$ cat src/rtl/mult_defs.sv
// mult_defs: shared state encoding and default timeout for the multiplier operand sequencer.
package mult_defs;
  typedef enum logic [1:0] {IDLE = 2'd0, LAUNCH = 2'd1, WAIT = 2'd2, HOLD = 2'd3} seqState_t;
  function automatic int defaultTimeout(input int width);
    return 2 * width + 4;
  endfunction
endpackage

$ cat src/rtl/mult_operand_sequencer.sv
// mult_operand_sequencer: feeds operand pairs to a sequential multiplier and collects product, latency and timeout.
module mult_operand_sequencer
  import mult_defs::*;
#(
  parameter int WIDTH   = 4,
  parameter int CNT_W   = 8,
  parameter int TIMEOUT = defaultTimeout(WIDTH)
) (
  input  logic               clk,
  input  logic               rst,
  input  logic               in_valid,
  output logic               in_ready,
  input  logic [WIDTH-1:0]   in_multiplier,
  input  logic [WIDTH-1:0]   in_multiplicand,
  output logic               mult_start,
  output logic [WIDTH-1:0]   mult_multiplier,
  output logic [WIDTH-1:0]   mult_multiplicand,
  input  logic [2*WIDTH-1:0] mult_product,
  input  logic               mult_done,
  output logic               out_valid,
  input  logic               out_ready,
  output logic [2*WIDTH-1:0] out_product,
  output logic [CNT_W-1:0]   out_cycles,
  output logic               out_timeout,
  output logic               busy
);
  seqState_t state;
  logic [CNT_W-1:0] waitCount;
  assign in_ready = (state == IDLE) || (state == HOLD && out_ready);
  always_ff @(posedge clk or posedge rst)
    if (rst) begin
      state             <= IDLE;
      waitCount         <= '0;
      mult_start        <= 1'b0;
      mult_multiplier   <= '0;
      mult_multiplicand <= '0;
      out_valid         <= 1'b0;
      out_product       <= '0;
      out_cycles        <= '0;
      out_timeout       <= 1'b0;
      busy              <= 1'b0;
    end else begin
      case (state)
        IDLE:
          if (in_valid) begin
            mult_multiplier   <= in_multiplier;
            mult_multiplicand <= in_multiplicand;
            mult_start        <= 1'b1;
            busy              <= 1'b1;
            state             <= LAUNCH;
          end
        // a done still high from the previous operation is deliberately ignored here
        LAUNCH: begin
          mult_start <= 1'b0;
          waitCount  <= '0;
          state      <= WAIT;
        end
        WAIT:
          if (mult_done) begin
            out_product <= mult_product;
            out_cycles  <= waitCount;
            out_timeout <= 1'b0;
            out_valid   <= 1'b1;
            busy        <= 1'b0;
            state       <= HOLD;
          end else if (waitCount == CNT_W'(TIMEOUT - 1)) begin
            out_product <= '0;
            out_cycles  <= CNT_W'(TIMEOUT);
            out_timeout <= 1'b1;
            out_valid   <= 1'b1;
            busy        <= 1'b0;
            state       <= HOLD;
          end else begin
            waitCount <= waitCount + 1'b1;
          end
        HOLD:
          if (out_ready) begin
            out_valid <= 1'b0;
            if (in_valid) begin
              mult_multiplier   <= in_multiplier;
              mult_multiplicand <= in_multiplicand;
              mult_start        <= 1'b1;
              busy              <= 1'b1;
              state             <= LAUNCH;
            end else begin
              state <= IDLE;
            end
          end
        default: state <= IDLE;
      endcase
    end
endmodule

$ cat config.mk
export PLATFORM = sky130hd
export DESIGN_NAME = mult_operand_sequencer
export DESIGN_NICKNAME = d
export VERILOG_FILES = /design/src/rtl/mult_defs.sv /design/src/rtl/mult_operand_sequencer.sv
export SDC_FILE = /design/constraint.sdc
export NUM_CORES = 1
export LEC_CHECK = 0
export ABC_CLOCK_PERIOD_IN_PS = 2600
export BUFFER_PORTS_ARGS = -buffer_cell sky130_fd_sc_hd__buf_2
export CAP_MARGIN = 20
export CORE_MARGIN = 1.5
export CORE_UTILIZATION = 25
export DETAILED_ROUTE_END_ITERATION = 10
export GPL_TIMING_DRIVEN = 0
export PLACE_DENSITY_LB_ADDON = 0.1
export SLEW_MARGIN = 30
export SYNTH_ARGS = -nofsm -noshare
export SYNTH_HDL_FRONTEND = slang
export SYNTH_SLANG_ARGS = --single-unit
$ cat constraint.sdc
create_clock -name clk -period 2.6 [get_ports clk]
set_clock_uncertainty 0.15 [all_clocks]
set_input_delay 0.13 -clock clk [delete_from_list [all_inputs] [get_ports clk]]
set_output_delay 0.13 -clock clk [all_outputs]
set_load 0.03 [all_outputs]
==> results of run 1 <==
[registers in the layout (all words and copies together) (netlist names)]
signal	flops
out_product	8
state	2
busy	1
mult_multiplicand	4
waitCount	8
out_timeout	1
mult_start	1
out_cycles	8
out_valid	1
mult_multiplier	4
[worst paths after layout]
path                                        to  slack, ns  cells past startpoint
worst min-delay path                 out_valid       0.02                      3
worst max register to register  out_product[6]       0.29                      5
worst min register to register   out_cycles[2]       0.34                      1
worst max-delay path            out_product[6]       0.29                      5
max in group asynchronous        out_cycles[2]       1.68                      4
min in group asynchronous        out_cycles[4]       0.19                      3
[cell usage after synthesis (3+ instances only)]
| cell type | number |
|---|---|
| dfrtp_1 | 38 |
| a22o_1 | 14 |
| nand2_1 | 12 |
| mux2_2 | 8 |
| a21oi_1 | 6 |
| ha_1 | 6 |
| mux2i_1 | 5 |
| clkbuf_1 | 4 |
| inv_1 | 4 |
| nor2_1 | 4 |
| nand3_1 | 3 |
| nor2b_1 | 3 |
[worst min-delay path: stages]
cell	delay, ns
buf_2	0.10
a31oi_1	0.09
o21a_1	0.09
[repair_timing]
action | 4_1_cts | 5_1_grt
hold endpoints to repair | 54 | 0
endpoints found under the setup margin | 0 | 1
resized for setup | 0 | 2
hold buffers | 17 | 0
[final cells by class]
type                            count  area [um^2]
Buffer                              6        28.78
Clock buffer                        5        68.82
Clock inverter                      2        10.01
Fill cell                         658         4129
Inverter                            4        15.01
Multi-Input combinational cell     89        688.2
Sequential cell                    38        950.9
Tap cell                           77        96.34
Timing Repair Buffer               67        435.4
[layer usage]
metal,up-vias,wire length [um],share of wire,GRT usage
li1,650,-,-,-
met1,632,1973,0.48,0.1570
met2,35,1874,0.46,0.2056
met3,5,189,0.046,0.02821
met4,0,46,0.011,0.04024
met5,-,0,0,0
[kinds of logic after synthesis]
group	count (synthesis)
AO/OA/AOI/OAI	35
adder cells (fa/ha/maj)	6
buffers and inverters	10
flip-flops	38
multiplexers	14
AND/OR/NAND/NOR	34
[report_power, final]
group | total (uW) | internal (uW) | switching, uW
clock | 376 | 180 | 197
sequential | 938 | 802 | 136
combinational | 1250 | 466 | 782
[through the flow]
| step | util | std cells | total power, uW |
|---|---|---|---|
| 2_1_floorplan | - | 137 | 1824 |
| 3_3_place_gp | 0.3150 | 263 | 2150 |
| 3_5_place_dp | 0.3181 | 264 | 2196 |
| 4_1_cts | 0.3569 | 288 | 2609 |
| 5_1_grt | 0.3571 | 288 | 2757 |
| 6_report | 0.3571 | 288 | 2562 |
==> flow_summary.yaml, run 1 <==
drt:
  ant_nets: 0
  drt-initial-drc-count: 52
  drc: 3
  first_pass_iters: 7
  viasPerCell: 4.590
  vias: 1322
  wl_per_cell_um: 14.18
  wl_um: 4083
worst_setup_path:
  critPathSlowestCell: "or4_4"
  crit_family: "simple AND/OR/NAND/NOR gates"
  startpoint_type: "flip-flop"
  worst-path-buf-inv: 1
  r2r-start: "waitCount[4]"
  end_kind: "flip-flop"
  crit_start: "waitCount[4]"
  max_stage_delay_ns: 0.56
  path_cells: "or4_4 -> nor3_1 -> o21ai_2 -> buf_2 -> a22o_1"
  crit_type: "reg -> reg"
  cp.arrival_ns: 2.33
  worstPathMaxFanout: 10
  worstPathRequired_ns: 2.62
cells_and_area:
  fin_nets: 238
  final_layout_size_suffix_gt1_frac: 0.3555
  final_common_cell: "buf_2"
  stdcell_area_mm2: 0.002293
  antennaDiodeCount: 0
  mostFrequentLayoutCells: "buf_2, dfrtp_1, dlygate4sd3_1"
  syn2layout_area_growth_pct: 36.38
synthesis:
  yosys_most_used_dff: "dfrtp_1"
  ys_ff_latch: 38
  synth_area_mm2: 0.001682
  ys_seq_area_frac: 0.5655
  syn_inst: 137
  synthAdderAreaFrac: 0.04464
  synth_xor_area_frac: 0
  synth_cell_types: 37
  synth.area.mux_share: 0.09003
  yosysTopAreaCellShare: 0.5655
  async_flop_share: 1.000
  ys_warn_count: 0
  synth_top_family_by_area: "compound AO/OA/AOI/OAI gates"
  synthesis.nets: 164
  synth-compound-area-share: 0.1607
  syn_area_per_cell_um2: 12.27
  synthTopCellsByArea: "dfrtp_1, a22o_1, mux2_2"
  yosysTopAreaCell: "dfrtp_1"
  synthSimpleGateAreaFrac: 0.1138
  synth_enable_flop_cells: 0
run_status:
  violations: "design-rule violations"
  status: "complete, but fails checks"
global_route:
  grtUsageTotal: 0.1229
  grt_max_degree: 27
  grt_pass1_vias: 1451
  grt_pass1_wl_um: 7051
  overflow: 0
  antenna_found_initial: 0
sta:
  setup_violations: 0
  layout_setup_ws_ns: 0.2897
  whs_ns: 0.01903
  hold_viol_final: 0
  worst-slew-pin-transition_ns: 0.7448
  fmax_ghz: 0.4328
  fin_crit_sh: 0.8886
  slew_headroom: 0.5013
  rsz0062_at_grt: "no"
  setup_tns_ns: 0
  period_minus_slack_ns: 2.310
  report.final.slew_viol_count: 0
clocking:
  post_cts_buffers: 0
  h-tree-depth: 2
  clkTransAtPathRegs_ns: 0.07
  cts_buffers: 5
  clock_latency_ns: 0.28
  cts_root_buffer: "clkbuf_8"
  cts_tree: "built"
  clock_path_buffers: 2
  cts.sinks: 38
floorplan:
  core_area_mm2: 0.006422
  fp.dieArea_mm2: 0.007228
  pin_count: 50
  initial_core_util: 0.2618
  die_y_um: 85.02
  fp-row-count: 29
  die_x_um: 85.02
job:
  drv_cap: 0
pwr:
  powerDensity_mw_per_mm2: 1117
  irDropWorstVdd_mv: 0.4156
  p_leak_uw: 0.001140
hold_path:
  hp-start: "out_ready"
  hold_path_class: "in -> reg"
placement:
  hpwl_um: 2933
  portBuffers: 49
  dpl_cell_area_mm2: 0.002043
  post-place-ws_ns: 0.2130
  gp_congestion: 0.8227
No activity file was read; power rests on OpenSTA's default activity.
==> run 2: changes to the inputs <==
- ABC_CLOCK_PERIOD_IN_PS: 2600 -> 2280
- clock period: 2.6 -> 2.28 ns (I/O delays scaled with it)
==> run 2 against run 1 <==
Net effect:
- the run still ends with design-rule violations left
- clock power grew 14%
- register-to-register slack lost 0.19 ns
- flip-flop and latch count is the same
- global-route usage is essentially flat
- critical path type unchanged
==> flow_summary.yaml, run 2 (same netlist as run 1, synthesis figures left out) <==
run_status:
  status: "complete, but fails checks"
  violations: "design-rule violations"
sta:
  whs_ns: 0.07989
  worst-slew-pin-transition_ns: 0.5480
  rsz0062_at_grt: "no"
  report.final.slew_viol_count: 0
  layout_setup_ws_ns: 0.09796
  setup_tns_ns: 0
  fmax_ghz: 0.4583
  hold_viol_final: 0
  setup_violations: 0
  period_minus_slack_ns: 2.182
  fin_crit_sh: 0.9570
  slew_headroom: 0.6325
pwr:
  internal_power_uw: 1667
  combPwrFrac: 0.491
  swShare: 0.4334
  power_frac_clock: 0.145
  p_leak_uw: 0.001150
  p_sw_uw: 1275
  irDropWorstVdd_mv: 0.4737
  powerDensity_mw_per_mm2: 1265
  seq_power_share: 0.364
  design_power_total_uw: 2942
clocking:
  post_cts_buffers: 0
  cts_buffers: 5
  h-tree-depth: 2
  cts_tree: "built"
  cts_root_buffer: "clkbuf_8"
  clock_path_buffers: 2
  clock_latency_ns: 0.28
  clkTransAtPathRegs_ns: 0.08
  cts.sinks: 38
placement:
  portBuffers: 49
  hpwl_um: 2933
  post-place-ws_ns: -0.1070
  gp_congestion: 0.8227
global_route:
  grt_max_degree: 27
  grtUsageTotal: 0.1231
  grt_pass1_wl_um: 7051
  antenna_found_initial: 0
  grt_pass1_vias: 1452
  overflow: 0
worst_setup_path:
  crit_type: "reg -> reg"
  worstPathRequired_ns: 2.30
  worstPathMaxFanout: 7
  cp.arrival_ns: 2.21
  end_kind: "flip-flop"
  startpoint_type: "flip-flop"
floorplan:
  die_y_um: 85.02
  initial_core_util: 0.2618
  pin_count: 50
  die_x_um: 85.02
  fp.dieArea_mm2: 0.007228
  fp-row-count: 29
  core_area_mm2: 0.006422
cells_and_area:
  final_common_cell: "buf_2"
  regArea_um2: 952.2
  n_fill_cell: 651
  multiInputGateArea_um2: 701.9
  fin_nets: 239
  final_layout_size_suffix_gt1_frac: 0.3679
  syn2layout_area_growth_pct: 38.24
  mostFrequentLayoutCells: "buf_2, dfrtp_1, dlygate4sd3_1"
  biggestRegsByFlops: "out_cycles: 8 flops, out_product: 8 flops, waitCount: 8 flops"
  antennaDiodeCount: 0
hold_path:
  hold_path_class: "in -> reg"
drt:
  vias: 1326
  ant_nets: 0
  drc: 3
  first_pass_iters: 7
  viasPerCell: 4.588
  drt-initial-drc-count: 59
  wl_per_cell_um: 14.09
  wl_um: 4072
job:
  drv_cap: 0
## run 2: critical path, cell delays in order (launching register included)
cell     delay [ns]
dfrtp_2        0.46
or4_4          0.56
o31a_1         0.33
nor3_4         0.24
mux2_1         0.33
## run 2: cell type report
cell class	instances	share of cell area
Multi-Input combinational cell	89	0.3019
Clock buffer	5	0.02960
Clock inverter	2	0.004306
Inverter	4	0.006459
Buffer	5	0.01076
Sequential cell	38	0.4096
Tap cell	77	0.04144
Timing Repair Buffer	69	0.1959
## run 2: repair_timing
item                                   CTS  global route
endpoints found under the hold margin   56             0
pin swaps                                0             1
cloned                                   0             0
setup endpoints to repair               12             9
hold buffers                            19             0
gates resized for setup                  2             3
## run 2: layer usage
metal  GRT usage  vias to the layer above  part of all wire
met5           0                        -                 0
met4     0.04024                        0             0.011
met3     0.02821                        5             0.045
met2      0.2063                       35              0.46
met1      0.1570                      634              0.48
li1            -                      652                 -
## run 2: power groups by stage
stage	Combinational [uW]	Clock (uW)	Sequential [uW]
after floorplan	623	0	1460
after global placement	1380	0	1070
after detailed placement	1420	0	1090
after CTS	1450	454	1070
after global routing	1570	493	1110
final	1440	428	1070
## run 2: stage by stage
stage | area, um^2 | cells | utilization
final | 2325 | 289 | 0.3620
after global routing | 2325 | 289 | 0.3620
after CTS | 2315 | 289 | 0.3604
after detailed placement | 2043 | 264 | 0.3181
after global placement | 2023 | 263 | 0.3150
after floorplan | 1682 | 137 | -
## run 2: path summary, 6_finish.rpt
kind                       depth (start not counted)  slack (ns)     startpoint       endpoint
max                                                4         0.1   waitCount[4]       state[1]
min                                                3        0.08      mult_done  out_cycles[2]
max reg2reg                                        4         0.1   waitCount[4]       state[1]
min reg2reg                                        1        0.34  out_cycles[2]  out_cycles[2]
max in group asynchronous                          4        1.37            rst  out_cycles[2]
min in group asynchronous                          3        0.17            rst  out_cycles[5]
